### src/rtl/gray_counter_ctrl.sv
// Run/pause/step controller for the Gray-coded LED counter.
// Generates the divided count tick and sequences a binary count from button edges.
module gray_counter_ctrl #(
    parameter int N        = 4,
    parameter int DISTANCE = 100000000
) (
    input  logic         clk,
    input  logic         rst,
    input  logic         start,
    input  logic         stop,
    input  logic         step,
    input  logic         dir,
    output logic         clk_en,
    output logic [N-1:0] leds,
    output logic [1:0]   state,
    output logic         wrap
);

    localparam int DW = $clog2(DISTANCE);
    localparam logic [DW-1:0] DIV_LAST = DW'(DISTANCE - 1);

    typedef enum logic [1:0] {
        S_IDLE  = 2'b00,
        S_RUN   = 2'b01,
        S_PAUSE = 2'b10,
        S_BAD   = 2'b11
    } state_t;

    state_t         r_state;
    state_t         w_state_nxt;
    logic [DW-1:0]  r_div;
    logic [DW-1:0]  w_div_nxt;
    logic [N-1:0]   r_bin;
    logic [N-1:0]   w_bin_nxt;
    logic [N-1:0]   r_leds;
    logic           r_wrap;
    logic           w_wrap_nxt;
    logic           r_start_q;
    logic           r_stop_q;
    logic           r_step_q;
    logic           w_rise_start;
    logic           w_rise_stop;
    logic           w_rise_step;
    logic           w_tick;
    logic           w_adv;
    logic           w_clear;

    assign w_rise_start = start & ~r_start_q;
    assign w_rise_stop  = stop  & ~r_stop_q;
    assign w_rise_step  = step  & ~r_step_q;

    // A stop taken in the terminal divider cycle suppresses that cycle's tick.
    assign w_tick = (r_state == S_RUN) && (r_div == DIV_LAST) && !w_rise_stop;

    assign w_div_nxt = (r_state == S_RUN && !w_rise_stop)
                     ? ((r_div == DIV_LAST) ? '0 : r_div + 1'b1)
                     : '0;

    assign w_bin_nxt  = dir ? (r_bin - 1'b1) : (r_bin + 1'b1);
    assign w_wrap_nxt = w_adv & (dir ? (r_bin == '0) : (r_bin == '1));

    // Command priority: stop over start over step.
    always_comb begin
        w_state_nxt = r_state;
        w_adv       = 1'b0;
        w_clear     = 1'b0;
        case (r_state)
            S_IDLE: begin
                if (w_rise_stop)       w_clear = 1'b1;
                else if (w_rise_start) w_state_nxt = S_RUN;
                else if (w_rise_step)  w_adv = 1'b1;
            end
            S_RUN: begin
                if (w_rise_stop)       w_state_nxt = S_PAUSE;
                else if (w_tick)       w_adv = 1'b1;
            end
            S_PAUSE: begin
                if (w_rise_stop) begin
                    w_state_nxt = S_IDLE;
                    w_clear     = 1'b1;
                end
                else if (w_rise_start) w_state_nxt = S_RUN;
                else if (w_rise_step)  w_adv = 1'b1;
            end
            default: w_state_nxt = S_IDLE;
        endcase
    end

    always_ff @(posedge clk) begin
        if (!rst) begin
            r_state   <= S_IDLE;
            r_div     <= '0;
            r_bin     <= '0;
            r_leds    <= '0;
            r_wrap    <= 1'b0;
            r_start_q <= start;
            r_stop_q  <= stop;
            r_step_q  <= step;
        end else begin
            r_state   <= w_state_nxt;
            r_div     <= w_div_nxt;
            r_wrap    <= w_wrap_nxt;
            r_start_q <= start;
            r_stop_q  <= stop;
            r_step_q  <= step;
            if (w_clear) begin
                r_bin  <= '0;
                r_leds <= '0;
            end else if (w_adv) begin
                r_bin  <= w_bin_nxt;
                r_leds <= w_bin_nxt ^ (w_bin_nxt >> 1);
            end
        end
    end

    assign clk_en = w_tick;
    assign leds   = r_leds;
    assign state  = r_state;
    assign wrap   = r_wrap;

endmodule

### config.mk
export PLATFORM = sky130hd
export DESIGN_NAME = gray_counter_ctrl
export DESIGN_NICKNAME = d
export VERILOG_FILES = /design/src/rtl/gray_counter_ctrl.sv
export SDC_FILE = /design/constraint.sdc
export NUM_CORES = 1
export LEC_CHECK = 0
export CORE_MARGIN = 2
export CORE_UTILIZATION = 40
export CTS_CLUSTER_SIZE = 20
export DETAILED_ROUTE_END_ITERATION = 6
export PLACE_DENSITY_LB_ADDON = 0.25
export REMOVE_ABC_BUFFERS = 1
export SYNTH_ARGS = -nofsm -noshare
export SYNTH_HDL_FRONTEND = slang
export SYNTH_SLANG_ARGS = --single-unit
export TNS_END_PERCENT = 20
### constraint.sdc
create_clock -name clk -period 3.8 [get_ports clk]
set_input_delay 0.57 -clock clk [delete_from_list [all_inputs] [get_ports clk]]
set_output_delay 0.57 -clock clk [all_outputs]
set_load 0.01 [all_outputs]
==> results of run 1 <==
==> layout make-up <==
| type | count | area, µm² |
|---|---|---|
| clock buffer | 6 | 72.57 |
| sequential | 40 | 800.8 |
| tap | 52 | 65.06 |
| timing repair buffer | 13 | 130.1 |
| multi-input combinational | 154 | 964.7 |
| fill | 429 | 2297 |
| inverter | 5 | 18.77 |
| clock inverter | 2 | 35.03 |
==> stage by stage <==
stage / hold slack, ps / util [%]
CTS: 464.0 / 47.60
finish: 459.9 / 47.60
floorplan: 426.2 / -
global route: 509.3 / 47.60
detailed placement: 446.9 / 45.15
global placement: 441.3 / 45.15
==> cell usage after synthesis (all sizes together) <==
| cell | n |
|---|---|
| xor2 | 15 |
| o31ai | 1 |
| and3b | 2 |
| clkbuf | 5 |
| buf | 3 |
| nor2b | 2 |
| nand4 | 9 |
| nand2 | 11 |
| a21oi | 8 |
| a21o | 1 |
| dfxtp | 40 |
| a21boi | 1 |
| inv | 5 |
| nor2 | 31 |
| nand3 | 12 |
| or4 | 1 |
| nand3b | 1 |
| and2 | 2 |
| a2111o | 1 |
| fa | 1 |
| o21ai | 7 |
| and3 | 4 |
| nand2b | 4 |
| xnor2 | 16 |
| and4 | 6 |
| nor4bb | 1 |
| or3 | 1 |
| ha | 3 |
| nor4 | 3 |
| nor4b | 2 |
| nor3 | 8 |
==> path summary, 6_finish.rpt <==
kind         cells past startpoint                     to                start  slack (ps)
max                              6                 clk_en  r_div[0]$_SDFF_PP0_         540
min                              1    r_div[0]$_SDFF_PP0_  r_div[0]$_SDFF_PP0_         460
max reg2reg                      6  r_bin[3]$_SDFFE_PP0P_  r_div[0]$_SDFF_PP0_        1570
min reg2reg                      1    r_div[0]$_SDFF_PP0_  r_div[0]$_SDFF_PP0_         460
==> worst max-delay path: cells and delay by family (launching register included) <==
kind | cells | cell delay [ps]
adder cells (fa/ha/maj) | 1 | 180
AND/OR/NAND/NOR | 3 | 1130
flip-flops | 1 | 360
buffers and inverters | 2 | 720
==> power breakdown <==
part,switching [mW],total (mW),internal [mW],leakage (nW)
clock network,0.144,0.339,0.195,0.0552
logic,0.0270,0.0532,0.0262,0.326
registers,0.00538,0.430,0.425,0.324
total,0.176,0.822,0.646,0.705
==> routing by layer <==
metal  share of wire [%]  up-vias  wire length (µm)
met5                   0        -                 0
met1                  56      649              1842
met4                0.43        0                14
met2                  41       15              1332
li1                    -      736                 -
met3                 2.5        2                82
==> state kept, by name, summed over array words and instances, names as in the netlist <==
name / flops
r_div: 27
r_bin: 4
leds: 3
state: 2
r_start_q: 1
r_step_q: 1
r_stop_q: 1
wrap: 1
==> cell families (layout without fill, tap and decap cells) <==
group           Yosys count  after routing  synth area share (%)
xor+xnor                 31             31                 14.89
compound gates           19             19                 5.971
flops                    40             40                 43.93
simple gates            100            100                 28.90
buf+inv                  13             26                 3.156
fa+ha+maj                 4              4                 3.157
==> impl_metrics.tcl, run 1 <==
set metrics [dict create \
    path_cells "ha_1 -> and3_1 -> nand4_1 -> or4_1 -> inv_2 -> clkdlybuf4s50_1" \
    power.leakage_nw 0.7053 \
    area_growth_pct 14.48 \
    clkTransAtPathRegs_ps 70 \
    insertion_delay_ps 290 \
    yosys_register_bits 40 \
    ant_nets 0 \
    setup_tns_ps 0 \
    place_area_um2 1979 \
    yosys.cell_types.count 34 \
    yosysSeqAreaShare_pct 43.93 \
    ctsHoldBuffers 0 \
    cp.arrival_ps 2690 \
    yosysTopAreaCell "dfxtp_1" \
    use_met3_pct 4.219 \
    critPathKind "flop to output port" \
    cp_max_fo 9 \
    stdcell_area_um2 2087 \
    coreArea_um2 4384 \
    postSynthAreaPerCell_um2 8.807 \
    cts_sinks 40 \
    synth_area_um2 1823 \
    post-route-min-period_ps 3261 \
    die_area_um2 5114 \
    start_util_pct 41.58 \
    slowest_delay_ps 720 \
    synthCells 207 \
    power_mw 0.8224 \
    grtUsageTotal_pct 14.73 \
    grt_pass1_wl_mm 5.968 \
    worst_setup_path_end_kind "output port" \
    report.final.slew_viol_count 0 \
    irDropWorstVdd_v 0.0002842 \
    slowest_stage "or4_1" \
    clk_root_buffer_cell "clkbuf_8" \
    dp.cells 264 \
    drt_iter0_drc 57 \
    ios 14 \
    cap_violations 0 \
    cts_tree "done" \
    route.vias.total 1402 \
    netlist.area_leader.share_pct 43.93 \
    die_h_um 71.51 \
    firstDrtPassIters 4 \
    grt_use_met1_pct 21.28 \
    cts_setup_buffers 0 \
    drive_gt1_share_pct 3.636 \
    max-slew-margin-rel_pct 40.18 \
    worst_pin_slew_ps 897.4 \
    gp_congestion 0.8602 \
    diodes 0 \
    cts_buffers 5 \
    rsz0062_at_grt "no" \
    grt.busiest_layer "met1" \
    grt_max_degree 28 \
    startpoint_type "flop" \
    mostFrequentLayoutCell "dfxtp_1" \
    nets 229 \
    required_ps 3230 \
    first_global_vias 1344 \
    fp.dieW_um 71.51 \
    htreeDepth 2 \
    viasPerCell 5.154 \
    post_cts_resized 0 \
    final_cell_mix "dfxtp_1, nor2_1, xnor2_1, xor2_1, clkdlybuf4s50_1" \
    wl_per_cell_um 12.03 \
    gr-usage-met2_pct 20.78 \
    post-dp-hpwl_mm 2.276 \
    period_share_pct 85.82 \
    setup_viol 0 \
    routed_wl_mm 3.271 \
    fmax_mhz 306.6 \
    p_per_area_nw_per_um2 394.1 \
    hp-class "flop to flop" \
    final_hold_viol_count 0 \
    ys_top_cells_by_area "dfxtp_1, xnor2_1, xor2_1, nor2_1, nand3_1" \
    port_buffers 13 \
    setup_slack_ps 538.7 \
    instances_no_fill 272 \
    drc 0 \
    clockBufferDepth 2 \
    antenna_found_initial 0 \
    status "completed" \
    post-place-ws_ps 720.7 \
    fp-row-count 24 \
    yosysWarnings 0 \
    grt-ovfl-total 0 \
    final.setup_skew_ps 5.254 \
]
Note: power is estimated with default switching activity, not from simulation.
==> inputs of run 2 (changes only) <==
- GPL_TIMING_DRIVEN: default -> 0
- REMOVE_ABC_BUFFERS: 1 -> default
==> run 2 against run 1 <==
  * Clock skew fell by 1.1 ps
  * Non-clock buffer count increased by 8
  * Cell count increased by 2.9%
  * Sequential share of layout area is 0.39 points lower
  * Worst setup slack got worse by 96 ps
  * Critical path type unchanged
  * Critical endpoint unchanged
==> impl_metrics.tcl, run 2 (synthesis gave the netlist of run 1 again) <==
set metrics [dict create \
    status "completed" \
    nets 237 \
    switching_share_pct 21.87 \
    pwr-share-comb_pct 6.9 \
    post_cts_resized 0 \
    ant_nets 0 \
    cap_violations 0 \
    r2r-start "r_div[0]$_SDFF_PP0_" \
    r2r_cells 9 \
    power.switching_mw 0.1680 \
    port_buffers 13 \
    p_per_area_nw_per_um2 364.4 \
    start_util_pct 41.58 \
    setup_tns_ps 0 \
    fillers 438 \
    fmax_mhz 297.9 \
    syn_nets 217 \
    cp.arrival_ps 2790 \
    htreeDepth 2 \
    diodes 0 \
    clkTransAtPathRegs_ps 70 \
    fp.dieW_um 71.51 \
    critPathKind "flop to output port" \
    cts_sinks 40 \
    first_global_vias 1394 \
    worst_pin_slew_ps 499.2 \
    area_growth_pct 15.65 \
    p_int_mw 0.6001 \
    ios 14 \
    rsz0062_at_grt "no" \
    seqPwrFrac_pct 56.0 \
    rr_endpoint "r_div[22]$_SDFF_PP0_" \
    largest_register_ffs 27 \
    cts_buffers 5 \
    worst_setup_path_end_kind "output port" \
    grt_max_degree 12 \
    firstDrtPassIters 4 \
    gp_congestion 0.7787 \
    power.share.clock_pct 37.1 \
    hold_path_depth 1 \
    routed_wl_mm 3.278 \
    die_area_um2 5114 \
    clk_root_buffer_cell "clkbuf_8" \
    report.final.slew_viol_count 0 \
    stdcell_area_um2 2108 \
    insertion_delay_ps 290 \
    period_share_pct 88.34 \
    cp_max_fo 9 \
    route.vias.total 1432 \
    required_ps 3230 \
    hp-class "flop to flop" \
    grt_pass1_wl_mm 5.954 \
    final.setup_skew_ps 4.143 \
    startpoint_type "flop" \
    antenna_found_initial 0 \
    hp-start "r_div[0]$_SDFF_PP0_" \
    die_h_um 71.51 \
    regToRegSetupSlack_ps 1370 \
    cts_setup_buffers 0 \
    grtUsageTotal_pct 14.49 \
    setup_viol 0 \
    drt_iter0_drc 57 \
    final_cell_mix "dfxtp_1, nor2_1, xnor2_1, xor2_1, clkdlybuf4s50_1" \
    ctsHoldBuffers 0 \
    min_to "r_div[0]$_SDFF_PP0_" \
    mostFrequentLayoutCell "dfxtp_1" \
    wl_per_cell_um 11.71 \
    cts_tree "done" \
    top_register "r_div" \
    viasPerCell 5.114 \
    final_hold_viol_count 0 \
    coreArea_um2 4384 \
    drive_gt1_share_pct 4.386 \
    drc 0 \
    max-slew-margin-rel_pct 66.50 \
    irDropWorstVdd_v 0.0002014 \
    post-dp-hpwl_mm 2.333 \
    power.leakage_nw 0.7147 \
    clockBufferDepth 2 \
    grt-ovfl-total 0 \
    fp-row-count 24 \
    post-route-min-period_ps 3357 \
    place_area_um2 2018 \
]
run 2: routing by layer:
| layer | global-route usage [%] | up-vias | share of wire (%) |
|---|---|---|---|
| met3 | 3.516 | 8 | 3.2 |
| met1 | 17.94 | 657 | 50 |
| met4 | 6.289 | 0 | 2.0 |
| li1 | - | 750 | - |
| met5 | 0 | - | 0 |
| met2 | 23.97 | 17 | 45 |
run 2: cell type report:
| type | instances | area, µm² | share of cell area [%] |
|---|---|---|---|
| flip-flops and latches | 40 | 800.8 | 37.98 |
| multi-input cells | 154 | 964.7 | 45.76 |
| inverters | 5 | 18.77 | 0.8902 |
| clock buffers | 8 | 90.09 | 4.273 |
| repair buffers | 13 | 130.1 | 6.172 |
| well taps | 52 | 65.06 | 3.086 |
| plain buffers | 8 | 38.79 | 1.840 |
run 2: worst max path at each step:
stage,depth (start not counted),from,end
after floorplan,7,r_div[0]$_SDFF_PP0_,clk_en
after global placement,8,r_div[0]$_SDFF_PP0_,clk_en
after detailed placement,7,stop,clk_en
after CTS,8,r_div[0]$_SDFF_PP0_,clk_en
after global routing,8,r_div[0]$_SDFF_PP0_,clk_en
final,8,r_div[0]$_SDFF_PP0_,clk_en
run 2: critical path, stage by stage, from the launching register on:
cell and delay [ps]:
dfxtp_1 370, ha_1 190, and3_1 150, clkbuf_1 230, nand4_1 170, or4_1 530
buf_2 190, inv_2 120, clkdlybuf4s50_1 540
run 2: stage by stage:
step / cells / hold WS, ps / power (mW) / setup WS [ps] / utilization, %
finish: 280 / 461.9 / 0.7682 / 442.9 / 48.09
global route: 280 / 509.2 / 0.8049 / 226.4 / 48.09
CTS: 280 / 466.5 / 0.7817 / 422.7 / 48.09
detailed placement: 272 / 451.7 / 0.4938 / 749.3 / 46.03
global placement: 272 / 443.8 / 0.4931 / 747.2 / 46.03
floorplan: 207 / 426.2 / 0.4740 / 1521 / -
run 2: power by group through the flow:
| stage | clock [mW] | sequential (mW) | combinational (mW) |
|---|---|---|---|
| global route | 0.313 | 0.432 | 0.0597 |
| finish | 0.285 | 0.430 | 0.0531 |
| floorplan | 0 | 0.440 | 0.0338 |
| CTS | 0.297 | 0.430 | 0.0540 |
| detailed placement | 0 | 0.440 | 0.0536 |
| global placement | 0 | 0.440 | 0.0531 |
==> inputs of run 3 (changes only) <==
- CAP_MARGIN: default -> 10
- GPL_TIMING_DRIVEN: 0 -> default
- HOLD_SLACK_MARGIN: default -> 0.08
==> run 3 against run 2 <==
  * Non-clock buffer count decreased by 8
  * Cell count decreased by 2.9%
  * Maximum frequency increased by 3.1%
  * Flip-flop and latch count unchanged
  * Core utilization decreased by 0.88 points
  * Clock skew increased by 0.73 ps
  * Wire length decreased by 4.0%
  * Worst hold slack got worse by 4.5 ps
  * Power increased by 0.14%
  * Worst setup slack improved by 100 ps
  * Global-route usage decreased by 0.47 points
  * Highest routed layer unchanged
==> impl_metrics.tcl, run 3 (synthesis gave the netlist of run 1 again) <==
set metrics [dict create \
    nets 229 \
    drc 0 \
    power.leakage_nw 0.6956 \
    report.final.slew_viol_count 0 \
    drt_iter0_drc 36 \
    die_area_um2 5114 \
    ctsHoldBuffers 0 \
    irDropWorstVdd_v 0.0002223 \
    clk_root_buffer_cell "clkbuf_8" \
    syn_nets 217 \
    post-route-min-period_ps 3257 \
    coreArea_um2 4384 \
    diodes 0 \
    largest_register_ffs 27 \
    ant_nets 0 \
    grtUsageTotal_pct 14.02 \
    viasPerCell 5.210 \
    worst_setup_path_end_kind "output port" \
    utilization_pct 47.20 \
    start_util_pct 41.58 \
    cp_max_fo 9 \
    post_cts_resized 0 \
    drive_gt1_share_pct 3.182 \
    fp-row-count 24 \
    fp.dieW_um 71.51 \
    period_share_pct 85.72 \
    critPathKind "flop to output port" \
    clockBufferDepth 2 \
    first_global_vias 1342 \
    fmax_mhz 307.0 \
    wl_per_cell_um 11.57 \
    worst_pin_slew_ps 888.7 \
    mostFrequentLayoutCell "dfxtp_1" \
    grt-ovfl-total 0 \
    cts_setup_buffers 0 \
    grt_pass1_wl_mm 5.747 \
    die_h_um 71.51 \
    htreeDepth 2 \
    dp.cells 264 \
    p_per_area_nw_per_um2 371.7 \
    hp-class "flop to flop" \
    area_growth_pct 13.52 \
    final_cell_mix "dfxtp_1, nor2_1, xnor2_1, xor2_1, clkdlybuf4s50_1" \
    instances_no_fill 272 \
    final.setup_skew_ps 4.877 \
    gp_congestion 0.8394 \
    cts_sinks 40 \
    port_buffers 13 \
    setup_viol 0 \
    required_ps 3230 \
    cap_violations 0 \
    setup_tns_ps 0 \
    cts_buffers 5 \
    grt_max_degree 28 \
    antenna_found_initial 0 \
    top_register "r_div" \
    firstDrtPassIters 4 \
    cts_tree "done" \
    final_hold_viol_count 0 \
    clkTransAtPathRegs_ps 70 \
    rsz0062_at_grt "no" \
    ios 14 \
    route.vias.total 1417 \
    routed_wl_mm 3.148 \
    insertion_delay_ps 290 \
    status "completed" \
    cp.arrival_ps 2690 \
    startpoint_type "flop" \
    post-dp-hpwl_mm 2.258 \
    max-slew-margin-rel_pct 40.75 \
]
==> run 3: changes by cell type in the layout (fill, tap and decap cells not counted) <==
cell and delta:
clkbuf_1 -5, buf_2 -1, buf_4 -2
==> run 3: worst paths after layout <==
check	depth (start not counted)	slack, ps	endpoint	start
max	6	540	clk_en	r_div[0]$_SDFF_PP0_
max reg2reg	6	1560	r_bin[3]$_SDFFE_PP0P_	r_div[0]$_SDFF_PP0_
min reg2reg	1	460	r_div[0]$_SDFF_PP0_	r_div[0]$_SDFF_PP0_
min	1	460	r_div[0]$_SDFF_PP0_	r_div[0]$_SDFF_PP0_
==> run 3: per-layer routing <==
metal  vias to the layer above  part of all wire [%]  GRT usage (%)
li1                        736                     -              -
met1                       650                    50          17.78
met2                        23                    45          22.12
met3                         8                   3.1          3.376
met4                         0                   2.5          7.338
met5                         -                     0              0
==> run 3: per-stage QoR <==
stage	area, µm²	setup WS [ps]	power, mW	hold WS (ps)
3_5_place_dp	1979	741.9	0.4935	447.4
3_3_place_gp	1979	763.5	0.4933	442.7
6_report	2069	542.8	0.7692	457.4
4_1_cts	2069	523.5	0.7819	464.8
2_1_floorplan	1823	1521	0.4740	426.2
5_1_grt	2069	379.2	0.8018	494.8
==> run 3: worst max-delay path, cell delays in order, from the launching register on <==
cell,delay [ps]
dfxtp_1,370
ha_1,190
and3_1,250
nand4_1,160
or4_1,710
inv_2,170
clkdlybuf4s50_1,550
==> run 3: cell type report <==
type                    instances  area (µm²)
fillers                       435        2315
multi-input cells             154       964.7
flip-flops and latches         40       800.8
repair buffers                 13       130.1
clock buffers                   8       90.09
well taps                      52       65.06
inverters                       5       18.77
==> run 3: power by group <==
part	internal, mW	switching [mW]	leakage [nW]
Sequential	0.425	0.00524	0.324
Combinational	0.0263	0.0267	0.326
Clock	0.148	0.138	0.0455
Total	0.600	0.170	0.696
